### src/rtl/vita49_pkg.sv
// vita49_pkg
//   Shared constants and types for the VITA-49 IF Data packer:
//   header field codes, header length, ctrl/status bit positions and the
//   framer FSM state encoding.
package vita49_pkg;

  // Header field codes
  localparam logic [3:0]  PKT_TYPE  = 4'b0001;  // IF Data packet with stream ID
  localparam logic [1:0]  TSI_CODE  = 2'b01;    // integer timestamp: UTC seconds
  localparam logic [1:0]  TSF_CODE  = 2'b01;    // fractional timestamp: sample count
  localparam logic [15:0] HDR_WORDS = 16'd5;    // header, SID, TSI, TSF hi, TSF lo

  // ctrl bit indices
  localparam int CTRL_START = 0;  // rising edge starts a run
  localparam int CTRL_SRST  = 1;  // level: soft reset
  localparam int CTRL_PASS  = 2;  // level: passthrough while idle

  // status bit indices
  localparam int STAT_BUSY   = 0;
  localparam int STAT_DONE   = 1;
  localparam int STAT_PASS   = 2;
  localparam int STAT_CNT_LO = 4;   // [7:4]  packet count mod 16
  localparam int STAT_RUN_LO = 16;  // [31:16] packets emitted this run

  typedef enum logic [2:0] {
    S_IDLE,
    S_WAIT,
    S_H0,
    S_H1,
    S_H2,
    S_H3,
    S_H4,
    S_PAY
  } state_e;

endpackage

### src/rtl/vita49_packer.sv
// vita49_packer
//   Wraps a raw 32-bit AXI-Stream sample flow into VITA-49 IF Data packets
//   (header, stream ID, integer and fractional timestamps, payload).
//   Ports:
//     AXIS_ACLK, AXIS_ARESET    clock, synchronous active-high reset
//     S_AXIS_*                  raw sample input (TLAST only used in passthrough)
//     M_AXIS_*                  framed output
//     ctrl                      [0] start (rising edge), [1] soft reset, [2] passthrough
//     status                    [0] busy, [1] done, [2] passthrough active,
//                               [7:4] packet count, [31:16] packets this run
//     streamID, pkt_size, words_to_pack   run configuration, latched at start
//     timestamp_sec, timestamp_fsec       latched at the start of each packet
module vita49_packer
  import vita49_pkg::*;
(
  input  logic        AXIS_ACLK,
  input  logic        AXIS_ARESET,
  input  logic [31:0] S_AXIS_TDATA,
  input  logic        S_AXIS_TVALID,
  input  logic        S_AXIS_TLAST,
  output logic        S_AXIS_TREADY,
  output logic [31:0] M_AXIS_TDATA,
  output logic        M_AXIS_TVALID,
  output logic        M_AXIS_TLAST,
  input  logic        M_AXIS_TREADY,
  input  logic [31:0] ctrl,
  output logic [31:0] status,
  input  logic [31:0] streamID,
  input  logic [15:0] pkt_size,
  input  logic [31:0] words_to_pack,
  input  logic [31:0] timestamp_sec,
  input  logic [63:0] timestamp_fsec
);

  state_e      r_state, w_state_nxt;
  logic        r_start_d;
  logic        r_busy, r_done;
  logic [31:0] r_sid;
  logic [15:0] r_pkt_size;
  logic [31:0] r_remaining;
  logic [15:0] r_len;
  logic [31:0] r_tsi;
  logic [63:0] r_tsf;
  logic [3:0]  r_pkt_cnt;
  logic [15:0] r_run_pkts;

  logic        w_rst, w_pass, w_start, w_cfg_zero, w_last, w_pay_hs;
  logic [15:0] w_len_first;
  logic        w_unused;

  assign w_unused = ^ctrl[31:3];

  // Soft reset behaves exactly like the port reset.
  assign w_rst = AXIS_ARESET | ctrl[CTRL_SRST];

  // Passthrough only bypasses once the framer has returned to idle.
  assign w_pass = ~w_rst & ctrl[CTRL_PASS] & (r_state == S_IDLE);

  // Start is ignored while passthrough is requested.
  assign w_start    = (r_state == S_IDLE) & ctrl[CTRL_START] & ~r_start_d & ~ctrl[CTRL_PASS];
  assign w_cfg_zero = (pkt_size == 16'd0) | (words_to_pack == 32'd0);

  assign w_len_first = (r_remaining < {16'd0, r_pkt_size}) ? r_remaining[15:0] : r_pkt_size;
  assign w_last      = (r_len == 16'd1);
  assign w_pay_hs    = (r_state == S_PAY) & S_AXIS_TVALID & M_AXIS_TREADY;

  function automatic logic [31:0] hdr_word(
    input state_e      st,
    input logic [3:0]  cnt,
    input logic [15:0] len,
    input logic [31:0] sid,
    input logic [31:0] tsi,
    input logic [63:0] tsf
  );
    logic [31:0] w;
    case (st)
      S_H0:    w = {PKT_TYPE, 4'h0, TSI_CODE, TSF_CODE, cnt, len + HDR_WORDS};
      S_H1:    w = sid;
      S_H2:    w = tsi;
      S_H3:    w = tsf[63:32];
      S_H4:    w = tsf[31:0];
      default: w = '0;
    endcase
    return w;
  endfunction

  always_comb begin
    w_state_nxt   = r_state;
    M_AXIS_TDATA  = '0;
    M_AXIS_TVALID = 1'b0;
    M_AXIS_TLAST  = 1'b0;
    S_AXIS_TREADY = 1'b0;
    if (w_pass) begin
      M_AXIS_TDATA  = S_AXIS_TDATA;
      M_AXIS_TVALID = S_AXIS_TVALID;
      M_AXIS_TLAST  = S_AXIS_TLAST;
      S_AXIS_TREADY = M_AXIS_TREADY;
    end else begin
      case (r_state)
        S_IDLE: if (w_start && !w_cfg_zero) w_state_nxt = S_WAIT;
        S_WAIT: if (S_AXIS_TVALID) w_state_nxt = S_H0;
        S_H0, S_H1, S_H2, S_H3, S_H4: begin
          M_AXIS_TVALID = 1'b1;
          M_AXIS_TDATA  = hdr_word(r_state, r_pkt_cnt, r_len, r_sid, r_tsi, r_tsf);
          if (M_AXIS_TREADY) begin
            case (r_state)
              S_H0:    w_state_nxt = S_H1;
              S_H1:    w_state_nxt = S_H2;
              S_H2:    w_state_nxt = S_H3;
              S_H3:    w_state_nxt = S_H4;
              default: w_state_nxt = S_PAY;
            endcase
          end
        end
        S_PAY: begin
          M_AXIS_TDATA  = S_AXIS_TDATA;
          M_AXIS_TVALID = S_AXIS_TVALID;
          M_AXIS_TLAST  = w_last;
          S_AXIS_TREADY = M_AXIS_TREADY;
          // len never exceeds remaining, so remaining==1 here means end of run
          if (w_pay_hs && w_last)
            w_state_nxt = (r_remaining == 32'd1) ? S_IDLE : S_WAIT;
        end
        default: w_state_nxt = S_IDLE;
      endcase
    end
  end

  always_ff @(posedge AXIS_ACLK) begin
    if (w_rst) begin
      r_state     <= S_IDLE;
      r_start_d   <= 1'b0;
      r_busy      <= 1'b0;
      r_done      <= 1'b0;
      r_sid       <= '0;
      r_pkt_size  <= '0;
      r_remaining <= '0;
      r_len       <= '0;
      r_tsi       <= '0;
      r_tsf       <= '0;
      r_pkt_cnt   <= '0;
      r_run_pkts  <= '0;
    end else begin
      r_state   <= w_state_nxt;
      r_start_d <= ctrl[CTRL_START];
      if (w_start) begin
        r_sid       <= streamID;
        r_pkt_size  <= pkt_size;
        r_remaining <= words_to_pack;
        r_run_pkts  <= '0;
        r_done      <= w_cfg_zero;
        r_busy      <= ~w_cfg_zero;
      end
      if (r_state == S_WAIT && S_AXIS_TVALID) begin
        r_tsi <= timestamp_sec;
        r_tsf <= timestamp_fsec;
        r_len <= w_len_first;
      end
      if (w_pay_hs) begin
        r_len       <= r_len - 16'd1;
        r_remaining <= r_remaining - 32'd1;
        if (w_last) begin
          r_pkt_cnt  <= r_pkt_cnt + 4'd1;
          r_run_pkts <= r_run_pkts + 16'd1;
          if (r_remaining == 32'd1) begin
            r_busy <= 1'b0;
            r_done <= 1'b1;
          end
        end
      end
    end
  end

  always_comb begin
    status                          = '0;
    status[STAT_BUSY]               = r_busy;
    status[STAT_DONE]               = r_done;
    status[STAT_PASS]               = w_pass;
    status[STAT_CNT_LO +: 4]        = r_pkt_cnt;
    status[STAT_RUN_LO +: 16]       = r_run_pkts;
  end

endmodule

### config.mk
export PLATFORM = sky130hd
export DESIGN_NAME = vita49_packer
export DESIGN_NICKNAME = d
export VERILOG_FILES = /design/src/rtl/vita49_pkg.sv /design/src/rtl/vita49_packer.sv
export SDC_FILE = /design/constraint.sdc
export NUM_CORES = 1
export LEC_CHECK = 0
export CAP_MARGIN = 40
export CORE_UTILIZATION = 33
export DETAILED_ROUTE_END_ITERATION = 16
export GPL_TIMING_DRIVEN = 0
export PLACE_DENSITY_LB_ADDON = 0.25
export SKIP_LAST_GASP = 1
export SLEW_MARGIN = 20
export SYNTH_ARGS = -nofsm -noshare
export SYNTH_HDL_FRONTEND = slang
export SYNTH_SLANG_ARGS = --single-unit
### constraint.sdc
create_clock -name AXIS_ACLK -period 4 [get_ports AXIS_ACLK]
set_input_delay 0.8 -clock AXIS_ACLK [delete_from_list [all_inputs] [get_ports AXIS_ACLK]]
set_output_delay 0.8 -clock AXIS_ACLK [all_outputs]
set_load 0.05 [all_outputs]
==> impl_metrics.tcl <==
set metrics [dict create \
    outcome "complete, no violations" \
    gr-usage-all-layers_pct 24.9 \
    pwr-share-clk_pct 46.4 \
    wl_per_cell_um 19.7 \
    synth_xor_area_share_pct 2.04 \
    dieHeight_um 186 \
    gp_congestion 0.914 \
    grt_max_degree 15 \
    antenna_left 0 \
    ir_drop_v 0.000291 \
    cap_viol_max_count 0 \
    fin_setup_tns_ns 0 \
    syn-cell-area_um2 11100 \
    final.fill_count 3326 \
    cts.htree.levels 1 \
    synthAdderAreaFrac_pct 2.92 \
    synth_top_family_by_area "simple AND/OR/NAND/NOR gates" \
    synth_flop_cell "dfxtp_1" \
    hold_slack_ns 0.449 \
    endpoint_kind "output pin" \
    drv_slew 0 \
    hold_path.class "reg -> reg" \
    yosysWarningCount 0 \
    drc 0 \
    clk_pin_slew_worst_paths_ns 0.06 \
    numClockSinks 218 \
    synth_cells 1481 \
    crit_required_ns 3.20 \
    dieArea_um2 34500 \
    antenna_found_initial 1 \
    synth_edf_count 0 \
    synth_area_leaders "dfxtp_1 (39%), nand2_1 (13%), a21oi_1 (10%)" \
    slew_headroom_pct 34.0 \
    clockBufferDepth 3 \
    dr.pass1.iters 5 \
    grt_pass1_vias 11500 \
    cts_made_buffers 26 \
    reg2reg_setup_slack_ns 0.61 \
    drt-total-wl_um 44300 \
    power_mw 5.65 \
    final_nets 2059 \
    yosysTopAreaCell "dfxtp_1" \
    worst_clock_skew_ns 0.0163 \
    hold_viol_final 0 \
    hp-start "r_tsf[22]$_SDFFE_PP0P_" \
    diodes 0 \
    core.rowCount 66 \
    synth_top_cell_area_share_pct 39.2 \
    final_common_cell "nand2_1" \
    areaGrowthSynthToFinish_pct 38.4 \
    post-dp-hpwl_um 34500 \
    portBuffers 273 \
    muxShareOfSynthArea_pct 1.19 \
    r2r_cells 9 \
    drive_above_1_share_pct 8.25 \
    period_needed_ns 3.96 \
    pwr_density_cell_nw_per_um2 367 \
    dr.first_iter.drc_count 1051 \
    overflow 0 \
    fmax_mhz 253 \
    p_sw_share_pct 26.2 \
    ys_seq_area_share_pct 39.2 \
    viasPerCell 5.38 \
    post-cts-setup-buffers 0 \
    root_buffer "clkbuf_16" \
    p_sw_mw 1.48 \
    synth.ff_latch_count 218 \
    timing.rr.start "r_state[1]$_SDFFE_PP0P_" \
    grt_pass1_wl_um 65500 \
    r2r_end "r_state[0]$_SDFFE_PP0P_" \
    crit_start "r_state[1]$_SDFFE_PP0P_" \
    pin_count 312 \
    period_share_pct 99.0 \
    p_int_mw 4.17 \
    clk_latency_ns 0.55 \
    p_seq_share_pct 39.5 \
    combPwrFrac_pct 14.1 \
    min_to "r_tsf[22]$_SDFFE_PP0P_" \
    final_cell_mix "nand2_1 (395), clkdlybuf4s50_1 (239), a21oi_1 (220), dfxtp_1 (218), clkbuf_1 (83)" \
    start_util_pct 33.9 \
    num_vias 12100 \
    cellLeakagePower_nw 5.16 \
    synthSimpleGateAreaFrac_pct 24.4 \
    arrival_ns 3.16 \
    die_w_um 186 \
    crit_type "reg -> out" \
    rsz0062_at_grt "true" \
    cts_tree "done" \
    synth_cell_types 72 \
    min_path_cells 2 \
    avgSynthCellArea_um2 7.52 \
    async_flop_share_pct 0 \
    setup_viol 0 \
    core_um2 32900 \
    cp_max_fo 10 \
    critPathLaunchType "register" \
    synth_compound_area_share_pct 23.4 \
    tightestPinTransition_ns 0.990 \
]
synthesized netlist by cell type, types with 17 or more instances:
cell and number:
dfxtp_1 218, clkbuf_1 100, a21oi_1 222, o21ai_0 56, a22oi_1 41, inv_1 28
nand3_1 31, ha_1 26, nand4_1 27, xnor2_1 17, nand2_1 396, nor2_1 47
a22o_1 18, o211ai_1 20, nor4_1 30
state kept, by name, indices dropped and copies added, names as in the netlist:
register	cells
r_len	16
r_remaining	32
r_run_pkts	16
r_pkt_cnt	4
r_done	1
r_tsf	64
r_sid	32
r_pkt_size	16
r_tsi	32
r_start_d	1
r_state	3
r_busy	1
per-layer routing:
| layer | vias to the layer above | global-route usage (%) | wire [um] |
|---|---|---|---|
| li1 | 5825 | - | - |
| met2 | 516 | 40.9 | 20200 |
| met5 | - | 0 | 13 |
| met1 | 5663 | 32.2 | 18800 |
| met4 | 2 | 7.90 | 1460 |
| met3 | 84 | 5.65 | 3850 |
stage by stage:
step	instance area (um^2)	setup WS, ns	std cells	utilization, %
4_1_cts	15400	-0.0694	2249	47.0
6_report	15400	0.0402	2249	46.9
5_1_grt	15400	-0.0984	2249	46.9
2_1_floorplan	11200	0.225	1489	-
3_3_place_gp	14500	-0.946	2204	44.0
3_5_place_dp	14500	-0.951	2204	44.0
timing repair:
item,in CTS,in global routing
setup endpoints to repair,34,33
endpoints found under the hold margin,0,0
gates resized for setup,151,32
hold buffers,0,0
cell type report:
class	count	area [um^2]	area share [%]
multi-input combinational	1114	6070	39.4
sequential	218	4360	28.3
timing repair buffer	273	2700	17.5
clock buffer	32	703	4.56
buffer	126	667	4.33
tap	442	553	3.59
clock inverter	15	245	1.59
inverter	29	109	0.706
power by group through the flow:
| stage | registers (mW) | logic (mW) | clock network, mW |
|---|---|---|---|
| after CTS | 2.23 | 0.788 | 2.65 |
| final | 2.23 | 0.797 | 2.62 |
| after global routing | 2.23 | 0.850 | 2.74 |
| after floorplan | 2.27 | 0.382 | 0 |
| after global placement | 2.28 | 0.782 | 0 |
| after detailed placement | 2.28 | 0.786 | 0 |
how the worst max path moves through the flow:
stage | endpoint | depth (start not counted)
3_3_place_gp | M_AXIS_TVALID | 8
4_1_cts | M_AXIS_TVALID | 8
5_1_grt | M_AXIS_TVALID | 9
3_5_place_dp | M_AXIS_TVALID | 8
6_report | M_AXIS_TVALID | 9
2_1_floorplan | M_AXIS_TDATA[0] | 9
worst max-delay path: stages (launching register included):
cell and delay [ns]:
dfxtp_1 0.35, inv_1 0.12, ha_1 0.18, nor2b_1 0.34, nand3_1 0.22, nand2_2 0.24
clkbuf_2 0.37, nand2_1 0.08, o21ai_0 0.25, clkdlybuf4s15_2 0.47
cell families after synthesis:
group	count (synthesis)
AOI/OAI and AO/OA	430
adders and majority gates	26
xor gates and xnor gates	26
and+or+nand+nor	610
DFF	218
other	1
buffers and inverters	157
muxes	13
No activity file was read; power rests on OpenSTA's default activity.
